File: config.mk
export PLATFORM = sky130hd
export DESIGN_NAME = imem_ctrl_flat
export DESIGN_NICKNAME = d
export VERILOG_FILES = /design/src/rtl/imem_ctrl_if.sv /design/src/rtl/imem_ctrl.sv /design/src/flat_wrapper.sv
export SDC_FILE = /design/constraint.sdc
export NUM_CORES = 1
export LEC_CHECK = 0
export CELL_PAD_IN_SITES_DETAIL_PLACEMENT = 1
export CELL_PAD_IN_SITES_GLOBAL_PLACEMENT = 1
export CORE_MARGIN = 2
export CORE_UTILIZATION = 30
export DETAILED_ROUTE_END_ITERATION = 8
export GPL_ROUTABILITY_DRIVEN = 0
export HOLD_SLACK_MARGIN = 0.15
export PLACE_DENSITY_LB_ADDON = 0.1
export SETUP_SLACK_MARGIN = 0.2
export SLEW_MARGIN = 40
export SYNTH_ARGS = -nofsm -noshare
export SYNTH_HDL_FRONTEND = slang
export SYNTH_SLANG_ARGS = --single-unit
export TNS_END_PERCENT = 1
File: constraint.sdc
create_clock -name clk -period 5.4 [get_ports clk]
set_clock_uncertainty 0.15 [all_clocks]
set_input_delay 1.08 -clock clk [delete_from_list [all_inputs] [get_ports clk]]
set_output_delay 1.08 -clock clk [all_outputs]
set_load 0.02 [all_outputs]
File: src/rtl/imem_ctrl_if.sv
// Loader byte-stream handshake between a byte source (e.g. UART RX)
// and imem_ctrl. A byte moves when load_valid && load_ready.
//   load_valid : source -> ctrl, load_byte holds a program byte
//   load_byte  : source -> ctrl, little-endian program byte
//   load_ready : ctrl -> source, controller can take a byte this cycle
interface imem_ctrl_if;
    logic       load_valid;
    logic [7:0] load_byte;
    logic       load_ready;

    modport master (
        output load_valid,
        output load_byte,
        input  load_ready
    );

    modport slave (
        input  load_valid,
        input  load_byte,
        output load_ready
    );
endinterface

File: src/rtl/imem_ctrl.sv
// Instruction memory port arbiter: core fetch while idle, byte-stream
// program loader (little-endian bytes -> 32-bit words) on request.
// Ports:
//   clk, rst        : clock, synchronous active-high reset
//   core_*          : fetch address in, read data / stall / error out
//   mem_*           : single memory port (combinational read)
//   load_start/base/words/abort : loader control
//   ld (slave)      : load_valid / load_byte / load_ready stream
//   load_done/err   : single-cycle completion / error pulses
//   words_written   : words written by the current or last load
module imem_ctrl #(
    parameter int DEPTH = 16,
    parameter int AW    = $clog2(DEPTH)
) (
    input  logic          clk,
    input  logic          rst,
    input  logic [31:0]   core_addr,
    output logic [31:0]   core_rdata,
    output logic          core_stall,
    output logic          fetch_err,
    output logic [AW-1:0] mem_addr,
    output logic [31:0]   mem_wdata,
    output logic          mem_we,
    input  logic [31:0]   mem_rdata,
    input  logic          load_start,
    input  logic [AW-1:0] load_base,
    input  logic [AW:0]   load_words,
    input  logic          load_abort,
    imem_ctrl_if.slave    ld,
    output logic          load_done,
    output logic          load_err,
    output logic [AW:0]   words_written
);

    typedef enum logic [1:0] {
        IDLE  = 2'd0,
        LOAD  = 2'd1,
        WRITE = 2'd2,
        DONE  = 2'd3
    } state_e;

    localparam logic [AW:0] DEPTH_W = DEPTH[AW:0];
    localparam logic [AW:0] ONE_W   = {{AW{1'b0}}, 1'b1};

    state_e        state_q, state_d;
    logic [AW-1:0] wptr_q, wptr_d;
    logic [AW:0]   left_q, left_d;
    logic [1:0]    cnt_q, cnt_d;
    logic [31:0]   word_q, word_d;
    logic [AW:0]   ww_q, ww_d;
    logic          err_q, err_d;
    logic          done_q, done_d;
    logic          stall_q, stall_d;
    logic          we_q, we_d;
    logic          ready_q, ready_d;

    logic          accept;
    logic          bad_len;

    // Abort takes priority over a byte offered in the same cycle.
    assign accept  = ready_q && ld.load_valid && !load_abort;
    assign bad_len = (load_words == '0) || (load_words > DEPTH_W);

    always_comb begin
        state_d = state_q;
        wptr_d  = wptr_q;
        left_d  = left_q;
        cnt_d   = cnt_q;
        word_d  = word_q;
        ww_d    = ww_q;
        err_d   = 1'b0;

        unique case (state_q)
            IDLE: begin
                if (load_start) begin
                    if (bad_len) begin
                        err_d = 1'b1;
                    end else begin
                        wptr_d  = load_base;
                        left_d  = load_words;
                        cnt_d   = '0;
                        word_d  = '0;
                        ww_d    = '0;
                        state_d = LOAD;
                    end
                end
            end
            LOAD: begin
                if (load_abort) begin
                    cnt_d   = '0;
                    word_d  = '0;
                    err_d   = 1'b1;
                    state_d = IDLE;
                end else if (accept) begin
                    word_d[{cnt_q, 3'b000} +: 8] = ld.load_byte;
                    cnt_d = cnt_q + 2'd1;
                    if (cnt_q == 2'd3) begin
                        state_d = WRITE;
                    end
                end
            end
            WRITE: begin
                // The write happens on this edge regardless of abort.
                wptr_d = wptr_q + 1'b1;
                left_d = left_q - ONE_W;
                ww_d   = ww_q + ONE_W;
                cnt_d  = '0;
                if (load_abort) begin
                    err_d   = 1'b1;
                    state_d = IDLE;
                end else if (left_q == ONE_W) begin
                    state_d = DONE;
                end else begin
                    state_d = LOAD;
                end
            end
            DONE: begin
                state_d = IDLE;
            end
            default: begin
                state_d = IDLE;
            end
        endcase

        // Outputs are registered from the next state.
        done_d  = (state_d == DONE);
        stall_d = (state_d != IDLE);
        we_d    = (state_d == WRITE);
        ready_d = (state_d == LOAD);
    end

    always_ff @(posedge clk) begin
        if (rst) begin
            state_q <= IDLE;
            wptr_q  <= '0;
            left_q  <= '0;
            cnt_q   <= '0;
            word_q  <= '0;
            ww_q    <= '0;
            err_q   <= 1'b0;
            done_q  <= 1'b0;
            stall_q <= 1'b0;
            we_q    <= 1'b0;
            ready_q <= 1'b0;
        end else begin
            state_q <= state_d;
            wptr_q  <= wptr_d;
            left_q  <= left_d;
            cnt_q   <= cnt_d;
            word_q  <= word_d;
            ww_q    <= ww_d;
            err_q   <= err_d;
            done_q  <= done_d;
            stall_q <= stall_d;
            we_q    <= we_d;
            ready_q <= ready_d;
        end
    end

    // Fetch path is combinational and only meaningful while idle.
    always_comb begin
        mem_addr   = wptr_q;
        core_rdata = '0;
        fetch_err  = 1'b0;
        if (state_q == IDLE) begin
            mem_addr   = core_addr[AW+1:2];
            core_rdata = mem_rdata;
            fetch_err  = (core_addr[1:0] != 2'b00) ||
                         (core_addr[31:2] >= 30'(DEPTH));
        end
    end

    assign mem_wdata     = word_q;
    assign mem_we        = we_q;
    assign core_stall    = stall_q;
    assign ld.load_ready = ready_q && !load_abort;
    assign load_done     = done_q;
    assign load_err      = err_q;
    assign words_written = ww_q;

endmodule

File: src/flat_wrapper.sv
// flat-port wrapper written by rule: the top's interface ports become plain ports
module imem_ctrl_flat 
#(
    parameter int DEPTH = 16,
    parameter int AW    = $clog2(DEPTH)
)
  (clk, rst, core_addr, core_rdata, core_stall, fetch_err, mem_addr, mem_wdata, mem_we, mem_rdata, load_start, load_base, load_words, load_abort, load_done, load_err, words_written, ld_load_valid, ld_load_byte, ld_load_ready);
  imem_ctrl_if ld_i ();
  input  logic clk;
  input  logic rst;
  input  logic [31:0] core_addr;
  output logic [31:0] core_rdata;
  output logic core_stall;
  output logic fetch_err;
  output logic [AW-1:0] mem_addr;
  output logic [31:0] mem_wdata;
  output logic mem_we;
  input  logic [31:0] mem_rdata;
  input  logic load_start;
  input  logic [AW-1:0] load_base;
  input  logic [AW:0] load_words;
  input  logic load_abort;
  output logic load_done;
  output logic load_err;
  output logic [AW:0] words_written;
  input wire logic [$bits(ld_i.load_valid)-1:0] ld_load_valid;
  input wire logic [$bits(ld_i.load_byte)-1:0] ld_load_byte;
  output wire logic [$bits(ld_i.load_ready)-1:0] ld_load_ready;
  assign ld_i.load_valid = ld_load_valid;
  assign ld_i.load_byte = ld_load_byte;
  assign ld_load_ready = ld_i.load_ready;
  imem_ctrl #(.DEPTH(DEPTH), .AW(AW)) u_core (.clk(clk), .rst(rst), .core_addr(core_addr), .core_rdata(core_rdata), .core_stall(core_stall), .fetch_err(fetch_err), .mem_addr(mem_addr), .mem_wdata(mem_wdata), .mem_we(mem_we), .mem_rdata(mem_rdata), .load_start(load_start), .load_base(load_base), .load_words(load_words), .load_abort(load_abort), .ld(ld_i), .load_done(load_done), .load_err(load_err), .words_written(words_written));
endmodule
==> metrics.cfg <==
[finish]
drive_gt1_share_pct = 6.72
multi_input_area_sq_mm = 0.00195
area_delta_synth_final_pct = 56.2
register_area_sq_mm = 0.00110
fin_nets = 619
stdcell_area_sq_mm = 0.00500
layout_commonest_cell = clkdlybuf4s50_1
fillers = 1244
diodes = 0
layout_common_cells = clkdlybuf4s50_1 (164), dfxtp_1 (55), a21oi_1 (41), and2_1 (32), o21ai_1 (30)

[power]
ir_drop_v = 0.000119
finalPower_mw = 0.998
power_density_mw_per_mm2 = 199
p_leak_nw = 1.63

[detailed_routing]
drt_pass1_iterations = 4
drt_iter0_drc = 128
wirelength_um = 12300
post-route-drc-count = 0
ant_nets = 0
vias = 3547
vias_per_cell = 5.40
wl_per_cell_um = 18.7

[clock_tree]
htreeDepth = 2
clk_pin_slew_worst_paths_ns = 0.10
cts_setup_buffers = 0
clk_latency_ns = 0.31
clockBufferDepth = 2
cts_num_sinks = 55
cts_buffers = 5
cts_hold_buffers = 0
cts_resized = 0
cts_tree = built
clock-root-buffer = clkbuf_8

[placement]
place_area_sq_mm = 0.00491
port_buffers = 164
dp_hpwl_um = 9480

[setup_path]
setup.worst_path.class = in -> out
crit_end = fetch_err
arrival_ns = 2.66
crit-reg2reg-launch = u_core.state_q[1]
r2r-end = u_core.wptr_q[0]
crit_path_max_fanout = 1
reg2reg_setup_slack_ns = 2.56
r2r_cells = 7
crit_start = core_addr[15]
cp-end-kind = output pin
worstPathRequired_ns = 4.17
startpoint_type = input pin

[job]
max_cap_violations = 0

[sta]
min_period_ns = 3.89
hold_viol = 0
setup_viol = 0
tns_ns = 0
fmax_mhz = 257
slew_violations = 0
rsz0062_at_grt = false
slew_headroom_pct = 46.9
finalCritPeriodShare_pct = 72.1
tightest_slew_ns = 0.795

[floorplanning]
die_h_um = 107
fp.dieArea_sq_mm = 0.0115
die_w_um = 107
io_pins = 165
start_util_pct = 30.9
rows = 37
coreArea_sq_mm = 0.0104

[synth]
synthesis.instances = 372
ys_warn_count = 0
synth_nets = 470
synth_seq_area_share_pct = 34.4
synth_flop_cell = dfxtp_1
avgSynthCellArea_sq_um = 8.61
ys_ff_latch = 55
async_reset_ff_share_pct = 0
synth_edf_count = 0
synth.distinct_cells = 54
syn_area_sq_mm = 0.00320

[global_route]
grt_busiest_layer = met2
grt_max_degree = 54
grt_pass1_vias = 3576
grtUsageTotal_pct = 20.8
grt_overflow = 0
grt_pass1_wl_um = 19200
gr-usage-met2_pct = 36.5
use_met3_pct = 4.24
antenna_found_initial = 0
grtUsageMet1_pct = 26.9

[run_status]
outcome = finished, final reports clean

[min_path]
worst_hold_path.num_cells = 2
worstHoldPathType = reg -> reg

[worst min-delay path by stage]
stage	startpoint	to	slack, ns
6_report	u_core.mem_wdata[16]	u_core.mem_wdata[16]	0.34
4_1_cts	u_core.mem_wdata[16]	u_core.mem_wdata[16]	0.34
3_3_place_gp	u_core.left_q[4]	u_core.left_q[4]	0.30
3_5_place_dp	u_core.left_q[4]	u_core.left_q[4]	0.32
2_1_floorplan	u_core.left_q[4]	u_core.left_q[4]	0.29
5_1_grt	u_core.mem_wdata[7]	u_core.mem_wdata[7]	0.37
[power by group]
part           switching (mW)  total, mW  internal, mW
Sequential            0.00872      0.424         0.415
Combinational           0.182      0.348         0.166
Clock                   0.137      0.226        0.0892
Total                   0.327      0.998         0.671
[metrics by stage]
stage                     utilization (%)  setup WS [ns]  hold WS [ns]  cells
final                                48.3           1.51         0.336    657
after global routing                 48.3           1.39         0.367    657
after CTS                            48.2           1.49         0.338    657
after detailed placement             47.4           1.50         0.324    650
after global placement               47.4           1.54         0.299    650
after floorplan                         -           2.47         0.290    372
[cells in the mapped netlist, drive strengths merged (2+ instances only)]
library cell  number  area share (%)
dfxtp             55              34
a21oi             41             6.4
o21ai             33             5.2
and2              32             6.2
nand4             25             4.9
nand3             16             2.5
clkbuf            15             1.8
nand2             13             1.5
ha                12             4.7
buf               11             2.4
nor2              10             1.2
inv                9             1.1
nor4               9             2.1
a32o               8             2.6
o2111ai            8             2.2
nor3               7             1.1
a32oi              6             2.7
mux2               6             2.1
nor2b              6             1.2
o22ai              5            0.98
mux2i              4             1.2
nand2b             4            0.78
a211oi             3            0.86
a221oi             3            0.82
a31oi              3            0.59
nor4b              3             1.4
a2111o             2            0.70
a22oi              2            0.47
a2bb2oi            2            0.55
a31o               2            0.55
and3               2            0.39
o32ai              2            0.55
[metal layers]
layer / vias to the layer above / share of wire [%]
li1: 1722 / -
met1: 1707 / 44
met2: 113 / 49
met3: 5 / 6.9
met4: 0 / 0.58
met5: - / 0
[cells by family (layout without fill, tap and decap cells)]
logic type / Yosys count / count (layout) / share of synthesized area (%)
buf+inv: 35 / 184 / 5.23
xor+xnor: 1 / 1 / 0.273
simple gates: 130 / 130 / 24.2
compound gates: 129 / 129 / 27.9
flops: 55 / 55 / 34.4
mux: 10 / 10 / 3.36
fa+ha+maj: 12 / 12 / 4.69
[sequential cells by signal, summed over array words and instances, names as in the netlist]
signal                count
u_core.load_done          1
u_core.words_written      5
u_core.cnt_q              2
u_core.mem_we             1
u_core.state_q            2
u_core.ready_q            1
u_core.left_q             5
u_core.load_err           1
u_core.core_stall         1
u_core.mem_wdata         32
u_core.wptr_q             4
[final cells by class]
| class | count | area share, % |
|---|---|---|
| inverters | 9 | 0.675 |
| well taps | 136 | 3.40 |
| repair buffers | 168 | 33.4 |
| multi-input cells | 282 | 38.9 |
| clock buffers | 5 | 1.38 |
| flip-flops and latches | 55 | 22.0 |
| clock inverters | 2 | 0.275 |
[worst max-delay path, stage by stage]
cell	delay, ns
clkdlybuf4s50_1	0.42
nor4_1	0.30
nand4_1	0.13
o21a_1	0.20
clkdlybuf4s50_1	0.53
No activity file was read; power rests on OpenSTA's default activity.
